$ cat src/rtl/br_redirect.sv
// br_redirect
//   Collects branch-mispredict packets from every integer branch unit and holds
//   the oldest outstanding one. When that branch retires at the ROB head, a
//   single redirect (fetch PC or ucode ROM address) is sent to the front end
//   over a valid/ready handshake. A one-cycle flush pulse follows the redirect.
//
// Ports
//   clk, reset           core clock, asynchronous active-high reset
//   mispred_vld/tgt/robid/ucbr
//                        per-port mispredict packets (port i in slice i)
//   rob_head_robid       ROB id currently at the head
//   rob_retire           head entry retires this cycle
//   redir_valid/ready    redirect handshake to the front end
//   redir_addr/ucbr      redirect target, and whether it is a ucode ROM address
//   flush_pulse          one-cycle flush of all in-flight work
//   busy                 FSM is not idle
//   stat_mispreds        accepted-packet count (BR_REDIRECT_STATS_EN)
//   stat_redirects       completed-redirect count (BR_REDIRECT_STATS_EN)
//
// Configuration macro: BR_REDIRECT_STATS_EN builds the statistics counters;
// without it both stat ports are tied to zero.
module br_redirect #(
  parameter int unsigned NUM_BR_PORTS = 2,
  parameter int unsigned ROBID_W      = 6,
  parameter int unsigned PADDR_W      = 64
) (
  input  logic                            clk,
  input  logic                            reset,
  input  logic [NUM_BR_PORTS-1:0]         mispred_vld,
  input  logic [NUM_BR_PORTS*PADDR_W-1:0] mispred_tgt,
  input  logic [NUM_BR_PORTS*ROBID_W-1:0] mispred_robid,
  input  logic [NUM_BR_PORTS-1:0]         mispred_ucbr,
  input  logic [ROBID_W-1:0]              rob_head_robid,
  input  logic                            rob_retire,
  output logic                            redir_valid,
  input  logic                            redir_ready,
  output logic [PADDR_W-1:0]              redir_addr,
  output logic                            redir_ucbr,
  output logic                            flush_pulse,
  output logic                            busy,
  output logic [31:0]                     stat_mispreds,
  output logic [31:0]                     stat_redirects
);

  typedef enum logic [1:0] {StIdle, StPend, StSend, StFlush} state_e;

  state_e               state_q;
  logic [PADDR_W-1:0]   held_tgt_q;
  logic [ROBID_W-1:0]   held_robid_q;
  logic                 held_ucbr_q;
  logic                 redir_valid_q;
  logic [PADDR_W-1:0]   redir_addr_q;
  logic                 redir_ucbr_q;
  logic                 flush_pulse_q;
  logic                 busy_q;

  // Oldest valid incoming packet this cycle; ties go to the lowest port.
  logic                 sel_vld;
  logic [PADDR_W-1:0]   sel_tgt;
  logic [ROBID_W-1:0]   sel_robid;
  logic                 sel_ucbr;
  logic [ROBID_W-1:0]   sel_age;
  logic [ROBID_W-1:0]   port_age;

  always_comb begin
    sel_vld   = 1'b0;
    sel_tgt   = '0;
    sel_robid = '0;
    sel_ucbr  = 1'b0;
    sel_age   = '0;
    port_age  = '0;
    for (int i = 0; i < NUM_BR_PORTS; i++) begin
      // Modular distance from the head: wraps correctly across the ROB id space.
      port_age = mispred_robid[i*ROBID_W +: ROBID_W] - rob_head_robid;
      if (mispred_vld[i] && (!sel_vld || (port_age < sel_age))) begin
        sel_vld   = 1'b1;
        sel_tgt   = mispred_tgt[i*PADDR_W +: PADDR_W];
        sel_robid = mispred_robid[i*ROBID_W +: ROBID_W];
        sel_ucbr  = mispred_ucbr[i];
        sel_age   = port_age;
      end
    end
  end

  logic [ROBID_W-1:0] held_age;
  logic               retire_hit;
  logic               replace;

  assign held_age   = held_robid_q - rob_head_robid;
  assign retire_hit = rob_retire && (rob_head_robid == held_robid_q);
  // Retire wins over a same-cycle arrival: the arrival is younger and gets flushed.
  assign replace    = !retire_hit && sel_vld && (sel_age < held_age);

  always_ff @(posedge clk or posedge reset) begin
    if (reset) begin
      state_q       <= StIdle;
      held_tgt_q    <= '0;
      held_robid_q  <= '0;
      held_ucbr_q   <= 1'b0;
      redir_valid_q <= 1'b0;
      redir_addr_q  <= '0;
      redir_ucbr_q  <= 1'b0;
      flush_pulse_q <= 1'b0;
      busy_q        <= 1'b0;
    end else begin
      case (state_q)
        StIdle: begin
          if (sel_vld) begin
            held_tgt_q   <= sel_tgt;
            held_robid_q <= sel_robid;
            held_ucbr_q  <= sel_ucbr;
            busy_q       <= 1'b1;
            state_q      <= StPend;
          end
        end
        StPend: begin
          if (retire_hit) begin
            redir_valid_q <= 1'b1;
            redir_addr_q  <= held_tgt_q;
            redir_ucbr_q  <= held_ucbr_q;
            state_q       <= StSend;
          end else if (replace) begin
            held_tgt_q   <= sel_tgt;
            held_robid_q <= sel_robid;
            held_ucbr_q  <= sel_ucbr;
          end
        end
        StSend: begin
          if (redir_ready) begin
            redir_valid_q <= 1'b0;
            flush_pulse_q <= 1'b1;
            state_q       <= StFlush;
          end
        end
        StFlush: begin
          flush_pulse_q <= 1'b0;
          busy_q        <= 1'b0;
          state_q       <= StIdle;
        end
        default: state_q <= StIdle;
      endcase
    end
  end

  assign redir_valid = redir_valid_q;
  assign redir_addr  = redir_addr_q;
  assign redir_ucbr  = redir_ucbr_q;
  assign flush_pulse = flush_pulse_q;
  assign busy        = busy_q;

`ifdef BR_REDIRECT_STATS_EN
  logic        cap_evt;
  logic        red_evt;
  logic [31:0] stat_mispreds_q;
  logic [31:0] stat_redirects_q;

  assign cap_evt = ((state_q == StIdle) && sel_vld) || ((state_q == StPend) && replace);
  assign red_evt = (state_q == StSend) && redir_ready;

  always_ff @(posedge clk or posedge reset) begin
    if (reset) begin
      stat_mispreds_q  <= '0;
      stat_redirects_q <= '0;
    end else begin
      if (cap_evt) stat_mispreds_q <= stat_mispreds_q + 32'd1;
      if (red_evt) stat_redirects_q <= stat_redirects_q + 32'd1;
    end
  end

  assign stat_mispreds  = stat_mispreds_q;
  assign stat_redirects = stat_redirects_q;
`else
  assign stat_mispreds  = 32'd0;
  assign stat_redirects = 32'd0;
`endif

endmodule

$ cat config.mk
export PLATFORM = sky130hd
export DESIGN_NAME = br_redirect
export DESIGN_NICKNAME = d
export VERILOG_FILES = /design/src/rtl/br_redirect.sv
export SDC_FILE = /design/constraint.sdc
export NUM_CORES = 1
export LEC_CHECK = 0
export ABC_AREA = 1
export ABC_CLOCK_PERIOD_IN_PS = 8250
export BUFFER_PORTS_ARGS = -buffer_cell sky130_fd_sc_hd__buf_2
export CORE_UTILIZATION = 54
export DETAILED_ROUTE_END_ITERATION = 10
export PLACE_DENSITY = 0.95
export SLEW_MARGIN = 30
export SYNTH_ARGS = -nofsm -noshare
export SYNTH_HDL_FRONTEND = slang
export SYNTH_SLANG_ARGS = --single-unit
$ cat constraint.sdc
create_clock -name clk -period 8.25 [get_ports clk]
set_input_delay 1.2375 -clock clk [delete_from_list [all_inputs] [get_ports clk]]
set_output_delay 1.2375 -clock clk [all_outputs]
set_load 0.1 [all_outputs]
==> results of run 1 <==
final cells by class:
class                   instances  area [um^2]
inverters                      37        143.9
multi-input cells             701         3756
flip-flops and latches        141         3528
clock inverters                 8        106.4
fillers                      1103         4693
repair buffers                227         1155
clock buffers                  23        488.0
well taps                     180        225.2
cell families after synthesis:
family          count (synthesis)  share of synthesized area
compound gates                 32                    0.02182
simple gates                  499                     0.2643
flops                         141                     0.4458
other cells                     1                  0.0004738
buf+inv                       153                     0.1118
xor+xnor                        9                   0.009958
mux                            65                    0.09248
fa+ha+maj                      32                    0.05343
how the worst max path moves through the flow:
stage	from	to	slack, ns
5_1_grt	rob_head_robid[1]	held_tgt_q[16]	1.46
2_1_floorplan	rob_head_robid[1]	held_robid_q[1]	3.11
4_1_cts	rob_head_robid[1]	held_tgt_q[16]	2.05
3_5_place_dp	rob_head_robid[1]	held_tgt_q[16]	1.63
3_3_place_gp	rob_head_robid[1]	held_tgt_q[13]	1.87
6_report	rob_head_robid[1]	held_tgt_q[24]	2.00
flip-flops by register name, summed over array words and instances, names as in the netlist:
register	count
held_tgt_q	64
redir_addr	64
held_robid_q	6
state_q	2
busy	1
flush_pulse	1
held_ucbr_q	1
redir_ucbr	1
redir_valid	1
critical path, cell delays in order:
cell and delay (ns):
buf_2 0.09, inv_1 0.21, ha_1 0.30, nand2_1 0.08, nor2_1 0.04, a211oi_1 0.25, nor2_1 0.10, nor2_1 0.10
nor2_1 0.06, o21ai_0 0.14, nand3b_1 0.12, ha_1 0.34, a21o_1 0.16, nor2_1 0.11, nand2_1 0.06, nand2_1 0.09
nand2_2 0.07, inv_2 0.52, o21ai_0 0.24, ha_1 0.35, a21oi_1 0.13, nor2_1 0.07, nor4_2 0.23, nand2_1 0.09
nand2_2 0.40, nand2_4 0.57, nand2_1 0.26, nand2_1 0.08
per-stage QoR:
step                cell area [um^2]  hold slack (ns)  cells
finish                          9403           0.4666   1317
global route                    9403           0.4880   1317
CTS                             9399           0.4699   1317
detailed placement              8805           0.4566   1286
global placement                8805           0.4490   1286
floorplan                       8152           0.4380    995
routing by layer:
| layer | routed length (um) | GRT usage |
|---|---|---|
| met4 | 403 | 0.1047 |
| met2 | 9845 | 0.4638 |
| met3 | 1486 | 0.05673 |
| met1 | 7630 | 0.3043 |
| met5 | 0 | 0 |
where the power goes:
| group | leakage [nW] | internal [mW] | total [mW] | switching [mW] |
|---|---|---|---|---|
| clock network | 0.286 | 0.477 | 0.756 | 0.278 |
| registers | 1.88 | 0.922 | 1.05 | 0.123 |
| logic | 3.46 | 0.373 | 1.70 | 1.33 |
| total | 5.62 | 1.77 | 3.50 | 1.73 |
placed cells by master, fill, tap and decap left out, drive strengths merged, types with 17 or more instances in the layout:
cell	n
nand2	326
buf	227
nand3	149
dfrtp	141
mux2	65
conb	64
inv	39
ha	29
clkbuf	23
o21ai	18
nor2	17
==> qor.yml, run 1 <==
outcome:
  status: "completed"
clock_network:
  clkLatencyLatePin_ns: 0.42
  cts_setup_buffers: 0
  hold_buffers: 0
  clock-sinks: 141
  cts_resized: 0
  clk_pin_slew_ns: 0.06
  root_buffer: "clkbuf_16"
  cts_max_level: 4
  clk_path_buf_depth: 2
  numCtsBuffers: 17
  cts_tree: "yes"
layout:
  fin_nets: 1311
  area_growth_pct: 18.80
  num_antenna_cells: 0
  fin_util: 0.6671
  drive_gt1_frac: 0.2894
die:
  design.core.area_mm2: 0.01410
  rows: 43
  io-pin-count: 286
  die_h_um: 123.1
  start_util: 0.5615
  die_w_um: 123.1
  dieArea_mm2: 0.01515
worst_setup_path:
  cp_max_fo: 71
  r2r_start: "held_robid_q[0]"
  timing.rr.end: "held_tgt_q[24]"
  critPathArrivalTime_ns: 6.55
  rr_worst_depth: 16
  cp-end-kind: "register"
  criticalPathCategory: "in -> reg"
  r2r_setup_slack_ns: 4.53
  required_ns: 8.55
  critPathLaunchType: "primary input"
yosys:
  synth_common_cells: "nand2_1, nand3_1, dfrtp_1"
  synthTopCellsByArea: "dfrtp_1, nand2_1, nand3_1"
  ys_async_sr_fraction: 1.000
  synth_top_cell_by_area: "dfrtp_1"
  seq_area_frac_synth: 0.4458
  syn_inst: 932
  synth_ff_type: "dfrtp_1"
  yosysUniqueCellTypes: 31
  synth_area_mm2: 0.007915
  synth_seq_cells: 141
  yosysWarnings: 0
  synth.avg_cell_area_um2: 8.493
  synth.most_common_cell: "nand2_1"
  synth_top_area_frac: 0.4458
  synth_edf_count: 0
global_route:
  grt.total_usage: 0.2605
  grt_max_degree: 77
  overflow: 0
  grt_pass1_vias: 6396
  antenna_found_initial: 0
  grt_pass1_wl_um: 29930
drt:
  drtAntennaViolNets: 0
  vias_per_cell: 5.231
  first_iter_violations: 468
  drt_pre_antenna_iters: 7
  drc: 0
  wl_per_cell_um: 14.70
  drt_wl_total_um: 19370
  vias: 6889
hold_path:
  hold_depth: 2
  min_to: "held_tgt_q[30]"
  hp-class: "reg -> reg"
  min_from: "held_tgt_q[30]"
sta:
  clock-skew-final_ns: 0.007345
  fmax_mhz: 160.0
  slew_violations: 0
  fin_setup_tns_ns: 0
  slew_headroom: 0.3576
  finalSetupViolations: 0
  period_share: 0.7575
  rsz0062_at_grt: "false"
  fin_ws_ns: 2.000
  tightest_slew_ns: 0.9636
  hold_viol: 0
  final.min_clock_period_ns: 6.250
power_and_ir_drop:
  p_leak_nw: 5.618
  powerDensity_mw_per_mm2: 372.5
  fin_total_pwr_mw: 3.502
  ir_drop_uv: 212.6
flow_run:
  cap_viol_max_count: 0
placed_design:
  dp_hpwl_um: 13250
  globalplace.congestion: 0.9222
  port_buffers: 221
  dp_slack_ns: 1.633
No activity file was read; power rests on OpenSTA's default activity.
==> run 2: changes to the inputs <==
--- a/config.mk
+++ b/config.mk
@@ -6,11 +6,11 @@
 export NUM_CORES = 1
 export LEC_CHECK = 0
 export ABC_AREA = 1
-export ABC_CLOCK_PERIOD_IN_PS = 8250
+export ABC_CLOCK_PERIOD_IN_PS = 6400
 export BUFFER_PORTS_ARGS = -buffer_cell sky130_fd_sc_hd__buf_2
-export CORE_UTILIZATION = 54
+export CORE_UTILIZATION = 51
 export DETAILED_ROUTE_END_ITERATION = 10
-export PLACE_DENSITY = 0.95
+export PLACE_DENSITY = 0.91
 export SLEW_MARGIN = 30
 export SYNTH_ARGS = -nofsm -noshare
 export SYNTH_HDL_FRONTEND = slang
==> constraint.sdc (replaced) <==
create_clock -name clk -period 6.4 [get_ports clk]
set_input_delay 0.96 -clock clk [delete_from_list [all_inputs] [get_ports clk]]
set_output_delay 0.96 -clock clk [all_outputs]
set_load 0.1 [all_outputs]
==> qor.yml, run 2 (same netlist as run 1, synthesis figures left out) <==
drt:
  first_iter_violations: 374  # -20%
  wl_per_cell_um: 14.17  # -3.6%
  vias: 6767  # -1.8%
  drt_wl_total_um: 18810  # -2.9%
  drtAntennaViolNets: 0  # unchanged
  wl_met3_um: 1142  # -23%
  highest_layer: "met4"
  wl_met1_um: 8039  # +5.4%
  wl_met2_um: 9366  # -4.9%
  vias_per_cell: 5.099  # -2.5%
  drt_pre_antenna_iters: 5  # -2
  drc: 0  # unchanged
global_route:
  antenna_found_initial: 0  # unchanged
  grt_max_degree: 76  # -1.3%
  grt_pass1_wl_um: 30550  # +2.1%
  overflow: 0  # unchanged
  grt.total_usage: 0.2436  # -0.01695
  grt_pass1_vias: 6333  # -0.98%
sta:
  clock-skew-final_ns: 0.007508  # +0.0001630 ns
  fin_setup_tns_ns: 0  # unchanged
  slew_headroom: 0.3825  # +0.02489
  finalSetupViolations: 0  # unchanged
  period_share: 0.8676
  slew_violations: 0  # unchanged
  hold_viol: 0  # unchanged
  tightest_slew_ns: 0.9262  # -0.03733 ns
  fmax_mhz: 180.1
  rsz0062_at_grt: "false"
  fin_ws_ns: 0.8477  # -1.153 ns
  final.min_clock_period_ns: 5.552
clock_network:
  cts_resized: 0  # unchanged
  clock-sinks: 141  # unchanged
  cts_max_level: 4  # unchanged
  cts_setup_buffers: 0  # unchanged
  root_buffer: "clkbuf_16"
  clkLatencyLatePin_ns: 0.41  # about the same
  numCtsBuffers: 17  # unchanged
  clk_path_buf_depth: 2  # unchanged
  hold_buffers: 0  # unchanged
  cts_tree: "yes"
  clk_pin_slew_ns: 0.06  # about the same
power_and_ir_drop:
  fin_total_pwr_mw: 4.439  # +27%
  ir_drop_uv: 338.8  # +59%
  powerDensity_mw_per_mm2: 473.2  # +27%
  p_leak_nw: 5.600  # -0.32%
layout:
  area_growth_pct: 18.51
  multi_input_area_mm2: 0.003756  # unchanged
  seq_area_mm2: 0.003528  # unchanged
  fillCellCount: 1291  # +17%
  drive_gt1_frac: 0.2915  # +0.002126
  mostFrequentLayoutCell: "nand2_1"
  fin_nets: 1312  # +0.076%
  num_antenna_cells: 0  # unchanged
  final_cell_mix: "nand2_1, buf_2, nand3_1"
worst_setup_path:
  cpMostUsedCell: "nand2_1"
  crit_end: "held_tgt_q[9]"
  worstSetupStartpoint: "rob_head_robid[1]"
  critPathLaunchType: "primary input"
  rr_worst_depth: 16  # unchanged
  r2r_setup_slack_ns: 2.64  # -1.89 ns
  criticalPathCategory: "in -> reg"
  cp-end-kind: "register"
  crit_path_max_incr_delay_ns: 0.54  # -0.03 ns
  cp_top_family: "simple AND/OR/NAND/NOR gates"
  timing.rr.end: "held_tgt_q[9]"
  r2r_start: "held_robid_q[0]"
  worstSetupPathDepth: 31  # +11%
  crit_slowest_cell: "nand2_4"
  cp_max_fo: 71  # unchanged
  critPathArrivalTime_ns: 5.84  # -0.71 ns
  required_ns: 6.69  # -1.86 ns
  cp.buffers_inverters: 4  # +1
die:
  io-pin-count: 286  # unchanged
  dieArea_mm2: 0.01602  # +5.8%
  rows: 45  # +4.7%
  die_w_um: 126.6  # +2.9%
  die_h_um: 126.6  # +2.9%
  start_util: 0.5207  # -0.04085
  design.core.area_mm2: 0.01520  # +7.8%
placed_design:
  port_buffers: 221  # unchanged
  dp_hpwl_um: 13060  # -1.4%
  dp_slack_ns: 0.4758  # -1.157 ns
  globalplace.congestion: 0.8814  # -4.4%
hold_path:
  hp-class: "reg -> reg"
flow_run:
  cap_viol_max_count: 0  # unchanged
outcome:
  status: "completed"
[run 2: cell count changes in the layout (fill, tap and decap cells not counted), moves of 2 or more]
| cell | previous run | this run |
|---|---|---|
| clkinvlp_4 | 2 | 4 |
| clkinv_2 | 1 | 4 |
| clkbuf_8 | 4 | 2 |
| bufinv_16 | 2 | 0 |
| inv_6 | 3 | 5 |
[run 2: metal layers]
metal | vias up | GRT usage
li1 | 3303 | -
met1 | 3176 | 0.3032
met2 | 271 | 0.4212
met3 | 17 | 0.05736
met4 | 0 | 0.07229
met5 | - | 0
[run 2: how the worst min path moves through the flow]
| stage | start | to | slack, ns | cells after the start |
|---|---|---|---|---|
| floorplan | held_tgt_q[0] | held_tgt_q[0] | 0.44 | 2 |
| global placement | held_tgt_q[11] | held_tgt_q[11] | 0.45 | 2 |
| detailed placement | held_tgt_q[43] | held_tgt_q[43] | 0.45 | 2 |
| CTS | held_tgt_q[43] | held_tgt_q[43] | 0.47 | 2 |
| global route | held_tgt_q[25] | held_tgt_q[25] | 0.49 | 2 |
| finish | held_tgt_q[47] | held_tgt_q[47] | 0.47 | 2 |
[run 2: tightest hold or removal path, cell delays in order, from the launching register on]
cell,delay (ns)
dfrtp_1,0.34
nand2_1,0.05
nand2_1,0.04
[run 2: through the flow]
| stage | cells | area, um^2 | utilization | hold WS (ns) |
|---|---|---|---|---|
| global placement | 1295 | 8835 | 0.5812 | 0.4496 |
| floorplan | 995 | 8152 | - | 0.4380 |
| finish | 1327 | 9380 | 0.6170 | 0.4668 |
| CTS | 1327 | 9376 | 0.6168 | 0.4695 |
| detailed placement | 1295 | 8835 | 0.5812 | 0.4546 |
| global route | 1327 | 9380 | 0.6170 | 0.4896 |
[run 2: final cells by class]
type	count	area share
clock buffer	20	0.04869
clock inverter	12	0.009070
inverter	37	0.01534
multi-input combinational	701	0.4004
sequential	141	0.3761
tap	188	0.02508
timing repair buffer	228	0.1253
[run 2: power by group]
part	switching [mW]	internal [mW]	total, mW
logic	1.71	0.495	2.21
clock network	0.375	0.517	0.893
registers	0.152	1.19	1.34
total	2.24	2.20	4.44
==> run 3: changes to the inputs <==
--- a/config.mk
+++ b/config.mk
@@ -8,9 +8,10 @@
 export ABC_AREA = 1
 export ABC_CLOCK_PERIOD_IN_PS = 6400
 export BUFFER_PORTS_ARGS = -buffer_cell sky130_fd_sc_hd__buf_2
+export CORE_ASPECT_RATIO = 0.75
 export CORE_UTILIZATION = 51
 export DETAILED_ROUTE_END_ITERATION = 10
-export PLACE_DENSITY = 0.91
+export PLACE_DENSITY = 0.82
 export SLEW_MARGIN = 30
 export SYNTH_ARGS = -nofsm -noshare
 export SYNTH_HDL_FRONTEND = slang
==> qor.yml, run 3 (same netlist as run 1, synthesis figures left out) <==
outcome:
  status: "completed"
worst_setup_path:
  crit_slowest_cell: "buf_4"
  cp_max_fo: 71  # unchanged
  r2r_setup_slack_ns: 2.99  # +0.35 ns
  critPathLaunchType: "primary input"
  criticalPathCategory: "in -> reg"
  critPathArrivalTime_ns: 5.48  # -0.36 ns
  rr_worst_depth: 16  # unchanged
  cpMostUsedCell: "nor2_1"
  cp-end-kind: "register"
  required_ns: 6.75  # +0.06 ns
  crit_path_max_incr_delay_ns: 0.62  # +0.08 ns
  timing.rr.end: "held_tgt_q[12]"
  r2r_start: "held_robid_q[0]"
layout:
  num_antenna_cells: 0  # unchanged
  fillCellCount: 1350  # +4.6%
  fin_nets: 1313  # +0.076%
  drive_gt1_frac: 0.2912  # about the same
  mostFrequentLayoutCell: "nand2_1"
  area_growth_pct: 19.57
  multi_input_area_mm2: 0.003756  # unchanged
  seq_area_mm2: 0.003528  # unchanged
  final_cell_mix: "nand2_1, buf_2, nand3_1"
global_route:
  overflow: 0  # unchanged
  grt_pass1_wl_um: 30120  # -1.4%
  grt_max_degree: 97  # +28%
  antenna_found_initial: 0  # unchanged
  grt_pass1_vias: 6085  # -3.9%
  grt.total_usage: 0.2420  # -0.001618
clock_network:
  clkLatencyLatePin_ns: 0.42  # about the same
  root_buffer: "clkbuf_16"
  cts_max_level: 4  # unchanged
  numCtsBuffers: 17  # unchanged
  hold_buffers: 0  # unchanged
  clk_pin_slew_ns: 0.06  # about the same
  cts_resized: 0  # unchanged
  clk_path_buf_depth: 2  # unchanged
  clock-sinks: 141  # unchanged
  cts_setup_buffers: 0  # unchanged
  cts_tree: "yes"
sta:
  slew_violations: 0  # unchanged
  slew_headroom: 0.3786  # -0.003922
  rsz0062_at_grt: "false"
  tightest_slew_ns: 0.9321  # +0.005884 ns
  hold_viol: 0  # unchanged
  period_share: 0.8009  # -0.06662
  fmax_mhz: 195.1  # +8.3%
  clock-skew-final_ns: 0.01228  # +0.004767 ns
  fin_ws_ns: 1.274  # +0.4264 ns
  final.min_clock_period_ns: 5.126  # -0.4264 ns
  fin_setup_tns_ns: 0  # unchanged
  finalSetupViolations: 0  # unchanged
power_and_ir_drop:
  powerDensity_mw_per_mm2: 480.3  # +1.5%
  combinationalPowerShare: 0.482  # -0.015
  power_frac_seq: 0.295  # -0.007
  power.internal_mw: 2.310  # +5.0%
  switchingPower_mw: 2.235  # -0.13%
  pwr-share-clk: 0.224  # +0.023
  p_leak_nw: 5.643  # +0.77%
  switching_share: 0.4917  # -0.01249
  ir_drop_uv: 229.4  # -32%
placed_design:
  dp_hpwl_um: 12690  # -2.9%
  port_buffers: 221  # unchanged
  dp_slack_ns: 0.9454  # +0.4696 ns
  globalplace.congestion: 0.8683  # -1.5%
hold_path:
  hold_depth: 2  # unchanged
  min_from: "held_tgt_q[35]"
  min_to: "held_tgt_q[35]"
  hp-class: "reg -> reg"
drt:
  drc: 0  # unchanged
  wl_per_cell_um: 14.02  # -1.1%
  vias_per_cell: 5.007  # -1.8%
  drtAntennaViolNets: 0  # unchanged
  first_iter_violations: 335  # -10%
  vias: 6734  # -0.49%
  drt_wl_total_um: 18860  # +0.26%
  drt_pre_antenna_iters: 7  # +2
die:
  design.core.area_mm2: 0.01518  # -0.17%
  start_util: 0.5216  # +0.0009015
  dieArea_mm2: 0.01603  # about the same
  die_w_um: 145.9  # +15%
  io-pin-count: 286  # unchanged
  die_h_um: 109.9  # -13%
  rows: 39  # -13%
flow_run:
  cap_viol_max_count: 0  # unchanged
run 3: power by group through the flow:
stage          logic [mW]  clock network, mW  registers, mW
6_report             2.19               1.02           1.34
5_1_grt              2.38               1.07           1.37
4_1_cts              2.20               1.04           1.34
3_5_place_dp         2.19                  0           1.35
3_3_place_gp         2.15                  0           1.33
2_1_floorplan        1.19                  0           2.02
run 3: cell type report:
class | count | area share
Clock buffer | 21 | 0.04865
Multi-Input combinational cell | 701 | 0.3969
Tap cell | 205 | 0.02710
Inverter | 37 | 0.01520
Timing Repair Buffer | 229 | 0.1232
Sequential cell | 141 | 0.3728
Clock inverter | 11 | 0.01613
run 3: metal layers:
| layer | global-route usage | part of all wire |
|---|---|---|
| met5 | 0 | 0 |
| met4 | 0.07669 | 0.012 |
| met3 | 0.06224 | 0.071 |
| met2 | 0.3910 | 0.46 |
| met1 | 0.3211 | 0.46 |
run 3: stage by stage:
| step | hold WS (ns) | instance area, um^2 | utilization | total power, mW | std cells |
|---|---|---|---|---|---|
| after global placement | 0.4488 | 8851 | 0.5832 | 3.484 | 1313 |
| after global routing | 0.4898 | 9464 | 0.6236 | 4.828 | 1345 |
| final | 0.4654 | 9464 | 0.6236 | 4.546 | 1345 |
| after CTS | 0.4695 | 9464 | 0.6236 | 4.579 | 1345 |
| after floorplan | 0.4380 | 8152 | - | 3.201 | 995 |
| after detailed placement | 0.4548 | 8851 | 0.5832 | 3.542 | 1313 |
run 3: how the worst max path moves through the flow:
stage / from / endpoint / slack [ns]
floorplan: rob_head_robid[1] / held_robid_q[1] / 1.53
global placement: rob_head_robid[1] / held_tgt_q[13] / 1.09
detailed placement: rob_head_robid[1] / held_tgt_q[28] / 0.95
CTS: rob_head_robid[1] / held_tgt_q[12] / 1.34
global route: rob_head_robid[1] / held_tgt_q[53] / 0.83
finish: rob_head_robid[1] / held_tgt_q[12] / 1.27
run 3: critical path: cells and delay by family:
family          cells  cell delay [ns]
compound gates      5             0.82
buf+inv             4             1.09
fa+ha+maj           3             0.95
simple gates       16             1.62
